$ cat src/rtl/fixed_pkg.sv
// Shared Q16.16 fixed-point types and constants for the multiplier and divider.
package fixed_pkg;

    localparam int WIDTH     = 32;
    localparam int FRAC_BITS = 16;

    typedef logic [31:0] fixed_t;

    localparam fixed_t FIXED_MAX = 32'h7FFF_FFFF;
    localparam fixed_t FIXED_MIN = 32'h8000_0000;
    localparam fixed_t FIXED_ONE = 32'h0001_0000;

    typedef enum logic [1:0] {
        IDLE,
        CALC,
        FIX,
        DONE
    } div_state_t;

endpackage

$ cat src/rtl/fixed_divider.sv
// Sequential signed fixed-point divider, restoring division on magnitudes, valid/ready handshake.
// Define FIXED_DIV_ROUND_EN to round to nearest (ties away from zero) instead of truncating.
//
// state | meaning
// IDLE  | in_ready high, waiting for operands
// CALC  | one restoring-division step per cycle, MSB first
// FIX   | apply rounding, saturation and sign to the magnitude quotient
// DONE  | out_valid high, result held until out_ready
module fixed_divider #(
    parameter int WIDTH     = fixed_pkg::WIDTH,
    parameter int FRAC_BITS = fixed_pkg::FRAC_BITS
) (
    input  logic             clk,
    input  logic             rst,
    input  logic             in_valid,
    output logic             in_ready,
    input  logic [WIDTH-1:0] dividend,
    input  logic [WIDTH-1:0] divisor,
    output logic             out_valid,
    input  logic             out_ready,
    output logic [WIDTH-1:0] quotient,
    output logic             div_by_zero,
    output logic             overflow
);
    import fixed_pkg::*;

    localparam int ITER  = WIDTH + FRAC_BITS;
    localparam int CNT_W = $clog2(ITER);
    localparam logic [CNT_W-1:0] CNT_LAST = CNT_W'(ITER - 1);
    localparam logic [WIDTH-1:0] SAT_POS  = {1'b0, {(WIDTH-1){1'b1}}};
    localparam logic [WIDTH-1:0] SAT_NEG  = {1'b1, {(WIDTH-1){1'b0}}};

    div_state_t state, state_nxt;

    logic             sign;
    logic             dbz;
    logic [ITER-1:0]  num;
    logic [WIDTH-1:0] dvs;
    logic [WIDTH-1:0] rem;
    logic [ITER-1:0]  q;
    logic [CNT_W-1:0] cnt;

    logic [WIDTH-1:0] dvd_mag;
    logic [WIDTH-1:0] dvs_mag;
    logic             accept;

    logic [WIDTH:0]   rem_trial;
    logic [WIDTH:0]   rem_sub;
    logic             rem_ge;
    logic [WIDTH-1:0] rem_nxt;

    logic [ITER-1:0]  q_fix;
    logic [ITER-1:0]  lim;
    logic [WIDTH-1:0] sat;
    logic [WIDTH-1:0] quo_fix;
    logic             ovf_fix;

    assign dvd_mag = dividend[WIDTH-1] ? -dividend : dividend;
    assign dvs_mag = divisor[WIDTH-1]  ? -divisor  : divisor;
    assign accept  = in_valid && in_ready;

    always_ff @(posedge clk) begin
        if (rst) begin
            state <= IDLE;
        end else begin
            state <= state_nxt;
        end
    end

    always_comb begin
        state_nxt = state;
        in_ready  = 1'b0;
        out_valid = 1'b0;
        case (state)
            IDLE: begin
                in_ready = !rst;
                if (in_valid && !rst) begin
                    state_nxt = (divisor == '0) ? FIX : CALC;
                end
            end
            CALC: begin
                if (cnt == CNT_LAST) begin
                    state_nxt = FIX;
                end
            end
            FIX: begin
                state_nxt = DONE;
            end
            DONE: begin
                out_valid = !rst;
                if (out_ready) begin
                    state_nxt = IDLE;
                end
            end
            default: begin
                state_nxt = IDLE;
            end
        endcase
    end

    // The partial remainder is always below 2*|divisor| <= 2^WIDTH, so the
    // borrow out of the WIDTH+1-bit subtraction is exactly "rem < |divisor|".
    always_comb begin
        rem_trial = {rem, num[ITER-1]};
        rem_sub   = rem_trial - {1'b0, dvs};
        rem_ge    = !rem_sub[WIDTH];
        rem_nxt   = rem_ge ? rem_sub[WIDTH-1:0] : rem_trial[WIDTH-1:0];
    end

    always_comb begin
`ifdef FIXED_DIV_ROUND_EN
        q_fix = q + ITER'({rem, 1'b0} >= {1'b0, dvs});
`else
        q_fix = q;
`endif
        lim     = sign ? {{(ITER-WIDTH){1'b0}}, SAT_NEG} : {{(ITER-WIDTH){1'b0}}, SAT_POS};
        sat     = sign ? SAT_NEG : SAT_POS;
        quo_fix = '0;
        ovf_fix = 1'b0;
        if (dbz) begin
            quo_fix = sat;
        end else if (q_fix > lim) begin
            quo_fix = sat;
            ovf_fix = 1'b1;
        end else begin
            quo_fix = sign ? -q_fix[WIDTH-1:0] : q_fix[WIDTH-1:0];
        end
    end

    always_ff @(posedge clk) begin
        if (rst) begin
            sign        <= 1'b0;
            dbz         <= 1'b0;
            num         <= '0;
            dvs         <= '0;
            rem         <= '0;
            q           <= '0;
            cnt         <= '0;
            quotient    <= '0;
            div_by_zero <= 1'b0;
            overflow    <= 1'b0;
        end else begin
            case (state)
                IDLE: begin
                    if (accept) begin
                        sign <= dividend[WIDTH-1] ^ divisor[WIDTH-1];
                        dbz  <= (divisor == '0);
                        num  <= {dvd_mag, {FRAC_BITS{1'b0}}};
                        dvs  <= dvs_mag;
                        rem  <= '0;
                        q    <= '0;
                        cnt  <= '0;
                    end
                end
                CALC: begin
                    rem <= rem_nxt;
                    q   <= {q[ITER-2:0], rem_ge};
                    num <= {num[ITER-2:0], 1'b0};
                    cnt <= cnt + CNT_W'(1);
                end
                FIX: begin
                    quotient    <= quo_fix;
                    div_by_zero <= dbz;
                    overflow    <= ovf_fix;
                end
                default: begin
                end
            endcase
        end
    end

endmodule

$ cat config.mk
export PLATFORM = sky130hd
export DESIGN_NAME = fixed_divider
export DESIGN_NICKNAME = d
export VERILOG_FILES = /design/src/rtl/fixed_pkg.sv /design/src/rtl/fixed_divider.sv
export SDC_FILE = /design/constraint.sdc
export NUM_CORES = 1
export LEC_CHECK = 0
export CAP_MARGIN = 5
export CORE_ASPECT_RATIO = 1.5
export CORE_MARGIN = 8
export CORE_UTILIZATION = 40
export CTS_BUF_LIST = sky130_fd_sc_hd__clkbuf_2 sky130_fd_sc_hd__clkbuf_4 sky130_fd_sc_hd__clkbuf_8
export DETAILED_ROUTE_END_ITERATION = 7
export DONT_BUFFER_PORTS = 1
export PLACE_DENSITY = 0.54
export SETUP_SLACK_MARGIN = 0.5
export SYNTH_ARGS = -nofsm -noshare
export SYNTH_HDL_FRONTEND = slang
export SYNTH_SLANG_ARGS = --single-unit
$ cat constraint.sdc
create_clock -name clk -period 6.1 [get_ports clk]
set_input_delay 0.915 -clock clk [delete_from_list [all_inputs] [get_ports clk]]
set_output_delay 0.915 -clock clk [all_outputs]
set_load 0.02 [all_outputs]
==> metrics.md, run 1 <==
| Metric | Value |
|---|---|
| Run status | `finished clean` |
| RD Place Congestion | `0.817` |
| Number of buffer cells added on primary ports | `0` |
| Critical path data required time | `about 6.5 ns` |
| Met3 routed WL | `1190 um` |
| Minimum setup slack after placement | `approximately 1.3 ns` |
| Clock Tree Root | `sky130_fd_sc_hd__clkbuf_8` |
| Global-route wire length before repair | `between 50000 and 60000 um` |
| Clock buffers created by TritonCTS | `17` |
| Period minus WS final | `4.81 ns` |
| Number of enable-type register cells in the synthesized netlist | `0` |
| Final ANT Viol Nets | `0` |
| Antenna violations before repair | `1` |
| Dominant cells by area after synthesis | `sky130_fd_sc_hd__dfxtp_1 (33%), sky130_fd_sc_hd__ha_1 (7.8%), sky130_fd_sc_hd__o21ai_0 (6.4%)` |
| Area leader, netlist | `sky130_fd_sc_hd__dfxtp_1` |
| Die width | `155 um` |
| Filler Cells Inserted | `2999` |
| Library cells used by synthesis | `69` |
| Area share of the largest cell type after synthesis | `0.326` |
| Multi-input combinational cell area | `7250 um2` |
| Largest net degree at the start of global routing | `approximately 140` |
| Worst hold path type | `reg2reg` |
| Unrepaired setup endpoints after global routing | `false` |
| Average cell area after synthesis | `~8 um2` |
| Power density over the cells | `286 nW/um2` |
| Die Outline Area | `34700 um2` |
| Total negative slack for setup checks | `0 ns` |
| Sequential element share of the synthesized area | `0.326` |
| Count of cells resized by post-cts repair | `0` |
| Max-cap viol count | `0` |
| Summed instance area of the synthesized netlist | `11500 um2` |
| Category of the critical setup timing path | `reg2reg` |
| H-tree levels | `4` |
| Commonest register cell after synthesis | `sky130_fd_sc_hd__dfxtp_1` |
| Part of the cycle the worst path needs | `0.788` |
| Worst Slack Setup Final | `1.29 ns` |
| Critical path launch point type | `register` |
| Fmax | `208 MHz` |
| R2R Setup Slk | `1.29 ns` |
| Number of setup buffers added after CTS | `0` |
| Top-Level Pins | `approximately 100` |
| Global-route total usage across every layer | `0.183` |
| Setup violations, final | `0` |
| Area of the placeable core | `28500 um2` |
| # DRC | `0` |
| Total half-perimeter wirelength after legalization and detailed placement | `22500 um` |
| Most frequent standard cell in the layout excluding fill and tap cells | `sky130_fd_sc_hd__dfxtp_1` |
| GRT Residual Overflow | `0` |
| Number of standard cells in the final layout excluding fillers | `1770` |
| Crit path capture type | `register` |
| Total via count after detailed routing | `around 10000` |
| Pin slew with the least headroom to its limit | `1.12 ns` |
| Clock transition time at the flip-flop clock pins of the worst setup and hold paths | `0.10 ns` |
| Y dimension of the die | `224 um` |
| Maximum VDD drop | `0.000155 V` |
| Slew margin rel. | `0.246` |
| Worst setup skew after layout | `0.0160 ns` |
| Uppermost layer routed | `met5` |
| Via/cell ratio | `5.71` |
| Area growth, synth to finish | `5.28%` |
| Sequential Area | `3760 um2` |
| WL met1 | `between 10000 and 15000 um` |
| Synthesis warning total | `0` |
| CTS tree | `built` |
| Flop and latch count out of synthesis | `188` |
| Hold buffers post-CTS | `0` |
| Syn nets | `1607` |
| Clk_lat worst skew | `0.48 ns` |
| Static Leakage | `4.81 nW` |
| Count of mapped cells out of synthesis | `1466` |
| Wire length per cell after detailed routing | `around 18 um` |
| Iter 0 DRT Violations | `between 400 and 500` |
| Final layout net count | `1547` |
| Pre-Repair DR Iteration Count | `5` |
| Wire length on met2 | `16500 um` |
| Share of cells above drive strength 1 | `0.0521` |
| Number of placed cells counting well taps | `between 1500 and 2000` |
| Total number of placement rows | `76` |
| Via count of the first global-routing pass | `9805` |
| Starting density of the core | `0.405` |
| Final Routed Wirelength | `31900 um` |
| Most used cells in the layout excluding fill and tap cells | `sky130_fd_sc_hd__dfxtp_1 (187), sky130_fd_sc_hd__nand2_1 (176), sky130_fd_sc_hd__o21ai_0 (147)` |
| Critical path peak fanout | `28` |
| Number of clock sinks seen by CTS | `188` |
| Final count of pins violating max slew | `0` |
| Endpoint arrival time on the critical path | `5.16 ns` |
| Proportion of synthesized flip-flops having asynchronous set or reset | `0` |
| Count of antenna diodes in the layout | `0` |
| Final core utilization | `0.426` |
| Maximum buffer depth of the clock tree | `2` |
| Final hold violation count | `0` |
==> sequential cells by signal, summed over array words and instances, names as in the netlist <==
| name | count |
|---|---|
| state | 2 |
| cnt | 6 |
| div_by_zero | 1 |
| num | 32 |
| quotient | 32 |
| dbz | 1 |
| rem | 32 |
| q | 48 |
| sign | 1 |
| dvs | 32 |
| overflow | 1 |
==> synth_stat cells (6+ instances only) <==
cell and n:
sky130_fd_sc_hd__a211oi_1 12, sky130_fd_sc_hd__a21o_1 19, sky130_fd_sc_hd__a21oi_1 96, sky130_fd_sc_hd__a22o_1 8
sky130_fd_sc_hd__a22oi_1 49, sky130_fd_sc_hd__a31oi_1 6, sky130_fd_sc_hd__a32oi_1 7, sky130_fd_sc_hd__and2_1 6
sky130_fd_sc_hd__buf_1 12, sky130_fd_sc_hd__clkbuf_1 73, sky130_fd_sc_hd__dfxtp_1 188, sky130_fd_sc_hd__ha_1 72
sky130_fd_sc_hd__inv_1 56, sky130_fd_sc_hd__mux2i_1 26, sky130_fd_sc_hd__nand2_1 176, sky130_fd_sc_hd__nand2b_1 14
sky130_fd_sc_hd__nand3_1 18, sky130_fd_sc_hd__nand3b_1 12, sky130_fd_sc_hd__nand4_1 18, sky130_fd_sc_hd__nor2_1 116
sky130_fd_sc_hd__nor2b_1 12, sky130_fd_sc_hd__nor3_1 27, sky130_fd_sc_hd__nor4_1 12, sky130_fd_sc_hd__o211ai_1 17
sky130_fd_sc_hd__o21ai_0 147, sky130_fd_sc_hd__o31ai_1 29, sky130_fd_sc_hd__o41ai_1 8, sky130_fd_sc_hd__or2_2 9
sky130_fd_sc_hd__or3_1 34, sky130_fd_sc_hd__or4_1 13, sky130_fd_sc_hd__xnor2_1 30, sky130_fd_sc_hd__xor2_1 67
==> cell families (layout without fill, tap and decap cells) <==
family / count (synthesis) / after routing / synth area share
compound gates: 454 / 454 / 0.249
fa+ha+maj: 73 / 73 / 0.0798
buf+inv: 146 / 99 / 0.0486
simple gates: 482 / 482 / 0.200
flops: 188 / 188 / 0.326
mux: 26 / 26 / 0.0225
xor+xnor: 97 / 97 / 0.0736
==> through the flow <==
step                hold WS (ns)  total power [mW]  cell area, um2
global placement           0.429              2.63           11700
global route               0.461              3.72           12200
detailed placement         0.437              2.64           11700
floorplan                  0.427              2.37           11500
finish                     0.453              3.47           12200
CTS                        0.452              3.52           12200
==> critical path, stage by stage, from the launching register on <==
cell                       delay, ns
sky130_fd_sc_hd__dfxtp_2        0.71
sky130_fd_sc_hd__inv_1          0.53
sky130_fd_sc_hd__ha_1           0.47
sky130_fd_sc_hd__nand4_1        0.12
sky130_fd_sc_hd__or2_2          0.33
sky130_fd_sc_hd__or4_1          0.55
sky130_fd_sc_hd__nor2b_1        0.15
sky130_fd_sc_hd__a31oi_1        0.08
sky130_fd_sc_hd__nor3_2         0.91
sky130_fd_sc_hd__nor2_1         0.39
sky130_fd_sc_hd__a221oi_1       0.32
sky130_fd_sc_hd__o21ai_0        0.11
==> final timing paths <==
kind | from | to | cells after the start
setup reg to reg | sign | quotient[18] | 11
hold reg to reg | num[38] | num[38] | 2
setup / recovery | sign | quotient[18] | 11
hold / removal | num[38] | num[38] | 2
==> where the power goes <==
group          switching (mW)  internal [mW]  leakage, nW
Combinational           0.771          0.430         3.08
Clock                   0.494          0.378        0.205
Sequential             0.0662           1.33         1.52
Total                    1.33           2.14         4.81
==> area by class of cell <==
type | instances | share of cell area
Clock buffer | 18 | 0.0199
Clock inverter | 14 | 0.0135
Multi-Input combinational cell | 1132 | 0.597
Inverter | 56 | 0.0173
Sequential cell | 188 | 0.310
Timing Repair Buffer | 11 | 0.00679
Tap cell | 351 | 0.0361
==> per-layer routing <==
layer,up-vias,GRT usage
li1,5155,-
met1,4757,0.202
met2,147,0.337
met3,53,0.0345
met4,2,0.0755
met5,-,0
Power figures use the tool's default switching activity.
==> run 2, diff against run 1 <==
--- a/config.mk
+++ b/config.mk
@@ -12,7 +12,7 @@
 export CTS_BUF_LIST = sky130_fd_sc_hd__clkbuf_2 sky130_fd_sc_hd__clkbuf_4 sky130_fd_sc_hd__clkbuf_8
 export DETAILED_ROUTE_END_ITERATION = 7
 export DONT_BUFFER_PORTS = 1
-export PLACE_DENSITY = 0.54
+export PLACE_DENSITY = 0.56
 export SETUP_SLACK_MARGIN = 0.5
 export SYNTH_ARGS = -nofsm -noshare
 export SYNTH_HDL_FRONTEND = slang
==> constraint.sdc (replaced) <==
create_clock -name clk -period 4 [get_ports clk]
set_input_delay 0.6 -clock clk [delete_from_list [all_inputs] [get_ports clk]]
set_output_delay 0.6 -clock clk [all_outputs]
set_load 0.02 [all_outputs]
==> run 2 against run 1 <==
Fmax increased by 44%. Core utilization increased by 0.31 points. Power increased by 50%. Largest cell class unchanged. Clock power increased by 36%. Cell count increased by 0.73%. Worst setup slack got worse by 0.63 ns. Critical endpoint is now quotient[26]. Clock skew decreased by 0.0038 ns. Critical path type unchanged.
==> metrics.md, run 2 (synthesized netlist as in run 1, its figures left out) <==
| Metric | Value |
|---|---|
| Run status | `finished clean` |
| Internal power | `3.22 mW (+51%)` |
| Y dimension of the die | `224 um (unchanged)` |
| Share of cells above drive strength 1 | `0.0628 (+0.0107)` |
| Setup violations, final | `0 (unchanged)` |
| Final count of pins violating max slew | `0 (unchanged)` |
| Maximum buffer depth of the clock tree | `2 (unchanged)` |
| Pre-Repair DR Iteration Count | `7 (+2)` |
| Worst path most repeated cell | `sky130_fd_sc_hd__or3_4` |
| Endpoint arrival time on the critical path | `3.70 ns (-1.46 ns)` |
| Period minus WS final | `3.33 ns (-1.47 ns)` |
| Total negative slack for setup checks | `0 ns (unchanged)` |
| CTS tree | `built` |
| Maximum VDD drop | `0.000285 V (+83%)` |
| Wire length per cell after detailed routing | `18.0 um (+0.12%)` |
| Power density over the cells | `426 nW/um2 (+49%)` |
| GRT Residual Overflow | `0 (unchanged)` |
| Unrepaired setup endpoints after global routing | `true` |
| Minimum setup slack after placement | `0.455 ns (-0.823 ns)` |
| Number of clock sinks seen by CTS | `188 (unchanged)` |
| Final layout net count | `1560 (+0.84%)` |
| Fraction of power spent switching nets | `0.382 (-0.00152)` |
| Crit path capture type | `register` |
| Number of flip-flops in the largest register | `48 (unchanged)` |
| Total half-perimeter wirelength after legalization and detailed placement | `23100 um (+2.6%)` |
| Worst Slack Setup Final | `0.665 ns (-0.629 ns)` |
| Max-cap viol count | `0 (unchanged)` |
| Clock buffers created by TritonCTS | `17 (unchanged)` |
| Hold Slack | `0.164 ns (-0.289 ns)` |
| Area growth, synth to finish | `6.05%` |
| Static Leakage | `4.86 nW (+1.1%)` |
| Worst hold path type | `in2reg` |
| Final Routed Wirelength | `32200 um (+0.85%)` |
| Top-Level Pins | `104 (unchanged)` |
| Category of the critical setup timing path | `reg2reg` |
| Proportion of power drawn by combinational gates | `0.364 (+0.018)` |
| Largest net degree at the start of global routing | `138 (unchanged)` |
| Part of the power in registers | `0.407 (+0.004)` |
| Starting density of the core | `0.405 (unchanged)` |
| Critical path data required time | `4.37 ns (-2.08 ns)` |
| Total number of placement rows | `76 (unchanged)` |
| Via/cell ratio | `5.78 (+1.1%)` |
| Most frequent standard cell in the layout excluding fill and tap cells | `sky130_fd_sc_hd__dfxtp_1` |
| Area of the placeable core | `28500 um2 (unchanged)` |
| Critical path launch point type | `register` |
| RD Place Congestion | `0.860 (+5.2%)` |
| Antenna violations before repair | `1 (unchanged)` |
| Die width | `155 um (unchanged)` |
| Number of buffer cells added on primary ports | `0 (unchanged)` |
| Clock share of power | `0.229 (-0.022)` |
| Hold buffers post-CTS | `0 (unchanged)` |
| H-tree levels | `4 (unchanged)` |
| Critical path peak fanout | `5 (-82%)` |
| Clock Tree Root | `sky130_fd_sc_hd__clkbuf_8` |
| Total via count after detailed routing | `10300 (+1.9%)` |
| Fmax | `300 MHz (+44%)` |
| Final hold violation count | `0 (unchanged)` |
| Worst setup skew after layout | `0.0123 ns (-0.00375 ns)` |
| Clock transition time at the flip-flop clock pins of the worst setup and hold paths | `0.09 ns (about the same)` |
| Global-route total usage across every layer | `0.186 (+0.00252)` |
| Slew margin rel. | `0.341 (+0.0944)` |
| Crit-path cells | `inv_1, ha_1, nand3b_1, or3_4, or3_4, or4_4, or4_1, nor2b_1, a221oi_2, o21ai_1` |
| Clk_lat worst skew | `0.50 ns (+0.02 ns)` |
| Most used cells in the layout excluding fill and tap cells | `sky130_fd_sc_hd__dfxtp_1 (187), sky130_fd_sc_hd__nand2_1 (176), sky130_fd_sc_hd__o21ai_0 (146)` |
| Count of antenna diodes in the layout | `0 (unchanged)` |
| Reported net switching power | `1.99 mW (+50%)` |
| Most flops, register | `q` |
| Global-route wire length before repair | `52000 um (+0.67%)` |
| Final ANT Viol Nets | `0 (unchanged)` |
| Iter 0 DRT Violations | `594 (+32%)` |
| # DRC | `0 (unchanged)` |
| Delay of the slowest cell on the worst path | `0.47 ns (-0.44 ns)` |
| Via count of the first global-routing pass | `9988 (+1.9%)` |
| Final core utilization | `0.429 (+0.00311)` |
| Part of the cycle the worst path needs | `0.834 (+0.0458)` |
| Pin slew with the least headroom to its limit | `0.989 ns (-0.135 ns)` |
| Critical path's slowest cell | `sky130_fd_sc_hd__or3_4` |
| Die Outline Area | `34700 um2 (unchanged)` |
run 2: cell count changes in the layout (fill, tap and decap cells not counted), sizes merged:
cell      before  now
clkbuf        18   23
inv           60   59
clkinvlp       1    2
clkinv         7    4
bufinv         2    0
buf           11   24
run 2: worst max-delay path, delay by kind of cell (launching register included):
family          cells  cell delay [ns]
flops               1             0.38
fa+ha+maj           1             0.24
simple gates        6             2.11
buf+inv             1             0.16
compound gates      2             0.31
run 2: power by group through the flow:
stage	clock, mW	combinational, mW	sequential [mW]
after floorplan	0	1.47	2.15
after global placement	0	1.89	2.17
after detailed placement	0	1.90	2.17
after CTS	1.24	1.91	2.13
after global routing	1.31	2.14	2.14
final	1.19	1.90	2.12
run 2: final cells by class:
cell class	count	area (um2)
Clock buffer	23	292
Multi-Input combinational cell	1132	7260
Timing Repair Buffer	24	209
Fill cell	3005	16300
Clock inverter	9	62.6
Inverter	56	210
Sequential cell	188	3770
Tap cell	351	439
run 2: stage by stage:
stage / instances / cell area, um2 / total power, mW
after floorplan: 1466 / 11600 / 3.62
after global placement: 1750 / 11900 / 4.06
after detailed placement: 1750 / 11900 / 4.07
final: 1783 / 12200 / 5.22
after global routing: 1783 / 12200 / 5.59
after CTS: 1782 / 12200 / 5.28
run 2: repair_timing:
item | 4_1_cts | 5_1_grt
buffers inserted | 0 | 1
gates resized for setup | 0 | 4
endpoints found under the setup margin | 0 | 49
run 2: layer usage:
metal,vias to the layer above,GRT usage,part of all wire
met5,-,0,0.00040
met4,2,0.0780,0.027
met3,51,0.0314,0.032
met2,172,0.347,0.53
met1,4901,0.202,0.41
li1,5176,-,-
run 2: final timing paths:
check        startpoint            to  slack, ns  depth (start not counted)
max                q[0]  quotient[26]       0.67                         10
min                 rst         q[28]       0.16                          1
max reg2reg        q[0]  quotient[26]       0.67                         10
min reg2reg     num[39]       num[39]       0.45                          2
==> run 3, diff against run 2 <==
==> constraint.sdc (replaced) <==
create_clock -name clk -period 2.9 [get_ports clk]
set_input_delay 0.435 -clock clk [delete_from_list [all_inputs] [get_ports clk]]
set_output_delay 0.435 -clock clk [all_outputs]
set_load 0.02 [all_outputs]
==> run 3 against run 2 <==
Clock power increased by 55%. Combinational power increased by 82%. Critical path depth increased by 4. Worst hold slack got worse by 0.11 ns. Sequential share of layout area decreased by 4.2 points. Highest routed layer is now met4. Non-clock buffer count increased by 130. Fmax increased by 13%. Clock-buffer cell count decreased by 4. Cell count increased by 7.3%. The run now ends with setup timing left. Largest power group is now combinational cells. Critical path type unchanged. Register-to-register slack got worse by 0.73 ns.
==> metrics.md, run 3 (synthesized netlist as in run 1, its figures left out) <==
| Metric | Value |
|---|---|
| Critical path peak fanout | `6 (+1)` |
| Count of antenna diodes in the layout | `0 (unchanged)` |
| Antenna violations before repair | `0 (-1)` |
| Total via count after detailed routing | `10900 (+5.8%)` |
| Final layout net count | `1691 (+8.4%)` |
| Critical path data required time | `3.31 ns (-1.06 ns)` |
| Finished layout cell area | `14200 um2 (+16%)` |
| Critical path startpoint | `sign` |
| Worst setup endpoint | `quotient[26]` |
| Via count of the first global-routing pass | `10500 (+5.5%)` |
| Largest net degree at the start of global routing | `121 (-12%)` |
| Clock buffers created by TritonCTS | `17 (unchanged)` |
| Slew margin rel. | `0.390 (+0.0495)` |
| Pin slew with the least headroom to its limit | `0.914 ns (-0.0753 ns)` |
| Iter 0 DRT Violations | `658 (+11%)` |
| Worst path most repeated cell | `sky130_fd_sc_hd__buf_6` |
| Maximum buffer depth of the clock tree | `2 (unchanged)` |
| # DRC | `0 (unchanged)` |
| Worst hold path type | `in2reg` |
| Total number of placement rows | `76 (unchanged)` |
| Worst setup skew after layout | `0.0214 ns (+0.00909 ns)` |
| Final count of pins violating max slew | `0 (unchanged)` |
| Global-route total usage across every layer | `0.193 (+0.00733)` |
| Unrepaired setup endpoints after global routing | `true` |
| CTS tree | `built` |
| Critical path launch point type | `register` |
| Endpoint arrival time on the critical path | `3.37 ns (-0.33 ns)` |
| Critical path's slowest cell | `sky130_fd_sc_hd__or4_4` |
| Top-Level Pins | `104 (unchanged)` |
| Global-route wire length before repair | `54500 um (+4.7%)` |
| Area of the placeable core | `28500 um2 (unchanged)` |
| Final ANT Viol Nets | `0 (unchanged)` |
| Number of flip-flops in the largest register | `48 (unchanged)` |
| Total negative slack for setup checks | `-0.359 ns (-0.359 ns)` |
| Most flops, register | `q` |
| Most frequent standard cell in the layout excluding fill and tap cells | `sky130_fd_sc_hd__dfxtp_1` |
| Starting density of the core | `0.405 (unchanged)` |
| Worst reg2reg path depth | `14 (+4)` |
| Part of the cycle the worst path needs | `1.02 (+0.187)` |
| Clock Tree Root | `sky130_fd_sc_hd__clkbuf_8` |
| Clk_lat worst skew | `0.48 ns (-0.02 ns)` |
| Filler Cells Inserted | `2825 (-6.0%)` |
| Die width | `155 um (unchanged)` |
| Final Routed Wirelength | `34500 um (+7.2%)` |
| Worst R2R End | `quotient[26]` |
| Number of clock sinks seen by CTS | `188 (unchanged)` |
| Placed cell area | `12800 um2 (+7.9%)` |
| Via/cell ratio | `5.69 (-1.5%)` |
| H-tree levels | `4 (unchanged)` |
| Wire length per cell after detailed routing | `18.0 um (-0.16%)` |
| Run status | `finished with violations` |
| Setup violations, final | `15 (+15)` |
| RD Place Congestion | `0.846 (-1.7%)` |
| Static Leakage | `5.71 nW (+17%)` |
| Power density over the cells | `579 nW/um2 (+36%)` |
| Area growth, synth to finish | `22.8%` |
| Period minus WS final | `2.96 ns (-0.374 ns)` |
| Clock transition time at the flip-flop clock pins of the worst setup and hold paths | `0.11 ns (+0.02 ns)` |
| Failing checks | `setup timing` |
| Reg-to-Reg Start | `sign` |
| Share of cells above drive strength 1 | `0.206 (+0.143)` |
| Total half-perimeter wirelength after legalization and detailed placement | `24400 um (+5.9%)` |
| Y dimension of the die | `224 um (unchanged)` |
| Delay of the slowest cell on the worst path | `0.42 ns (-0.05 ns)` |
| Maximum VDD drop | `0.000333 V (+17%)` |
| Die Outline Area | `34700 um2 (unchanged)` |
| GRT Residual Overflow | `0 (unchanged)` |
| Worst Slack Setup Final | `-0.0612 ns (-0.726 ns)` |
| Final core utilization | `0.497 (+0.0679)` |
| Crit path capture type | `register` |
| Final hold violation count | `0 (unchanged)` |
| Max-cap viol count | `0 (unchanged)` |
| Category of the critical setup timing path | `reg2reg` |
| Number of buffer cells added on primary ports | `0 (unchanged)` |
| Most used cells in the layout excluding fill and tap cells | `sky130_fd_sc_hd__dfxtp_1 (185), sky130_fd_sc_hd__nand2_1 (172), sky130_fd_sc_hd__buf_4 (122)` |
| R2R Setup Slk | `-0.06 ns (-0.73 ns)` |
| Crit-path cells | `buf_6, inv_4, ha_4, nand4_1, or2_4, or4_4, nor2b_1, a31oi_1, or3_4, buf_4, nor2_4, buf_6, a221oi_2, o21ai_1` |
| Minimum setup slack after placement | `-0.108 ns (-0.563 ns)` |
| Pre-Repair DR Iteration Count | `5 (-2)` |
| Fmax | `338 MHz (+13%)` |
[run 3: changes by cell type in the layout (fill, tap and decap cells not counted), moves of 7 or more]
cell,before,now
sky130_fd_sc_hd__nor3_1,27,20
sky130_fd_sc_hd__buf_4,21,122
sky130_fd_sc_hd__buf_6,1,19
sky130_fd_sc_hd__nor2_1,113,105
sky130_fd_sc_hd__o21ai_1,4,41
sky130_fd_sc_hd__a21oi_1,95,80
sky130_fd_sc_hd__a21oi_2,1,14
sky130_fd_sc_hd__o21ai_2,0,14
sky130_fd_sc_hd__ha_1,71,58
sky130_fd_sc_hd__o21ai_0,146,95
sky130_fd_sc_hd__ha_4,0,8
[run 3: final cells by class]
cell class	count	area, um2	share of cell area
well taps	351	439	0.0310
clock inverters	13	161	0.0114
multi-input cells	1133	7990	0.563
repair buffers	154	1360	0.0961
clock buffers	19	249	0.0176
inverters	56	213	0.0150
flip-flops and latches	188	3770	0.266
[run 3: power breakdown]
part	total, mW	switching (mW)	internal [mW]
registers	2.92	0.120	2.80
clock network	1.84	1.03	0.810
logic	3.45	1.97	1.48
[run 3: worst max-delay path, delay by kind of cell, from the launching register on]
| kind | cells | cell delay [ns] |
|---|---|---|
| and+or+nand+nor | 6 | 1.51 |
| DFF | 1 | 0.40 |
| adders and majority gates | 1 | 0.25 |
| buffers and inverters | 4 | 0.48 |
| AOI/OAI and AO/OA | 3 | 0.25 |
[run 3: layer usage]
metal,track usage,wire length [um],vias to the layer above
met5,0,0,-
met4,0.0717,1040,0
met3,0.0272,1020,53
met2,0.375,18700,174
met1,0.205,13700,5228
li1,-,-,5443
[run 3: timing repair]
action,4_1_cts,5_1_grt
setup endpoints to repair,66,108
resized for setup,48,87
hold buffers,1,2
pin swaps,35,53
setup buffers,17,12
endpoints found under the hold margin,18,6
gates cloned,2,1
[run 3: through the flow]
step / instances / power, mW / hold WS (ns)
CTS: 1899 / 8.05 / 0.00122
finish: 1914 / 8.21 / 0.0538
detailed placement: 1847 / 5.95 / 0.435
global route: 1914 / 8.74 / 0.00494
floorplan: 1466 / 5.11 / 0.427
global placement: 1847 / 5.92 / 0.428
[run 3: how the worst min path moves through the flow]
stage / cells after the start / end / slack, ns / startpoint
CTS: 1 / q[43] / 0.001 / rst
global route: 1 / q[34] / 0.005 / rst
floorplan: 2 / num[45] / 0.43 / num[45]
global placement: 2 / num[39] / 0.43 / num[39]
finish: 1 / q[35] / 0.05 / rst
detailed placement: 2 / num[39] / 0.43 / num[39]
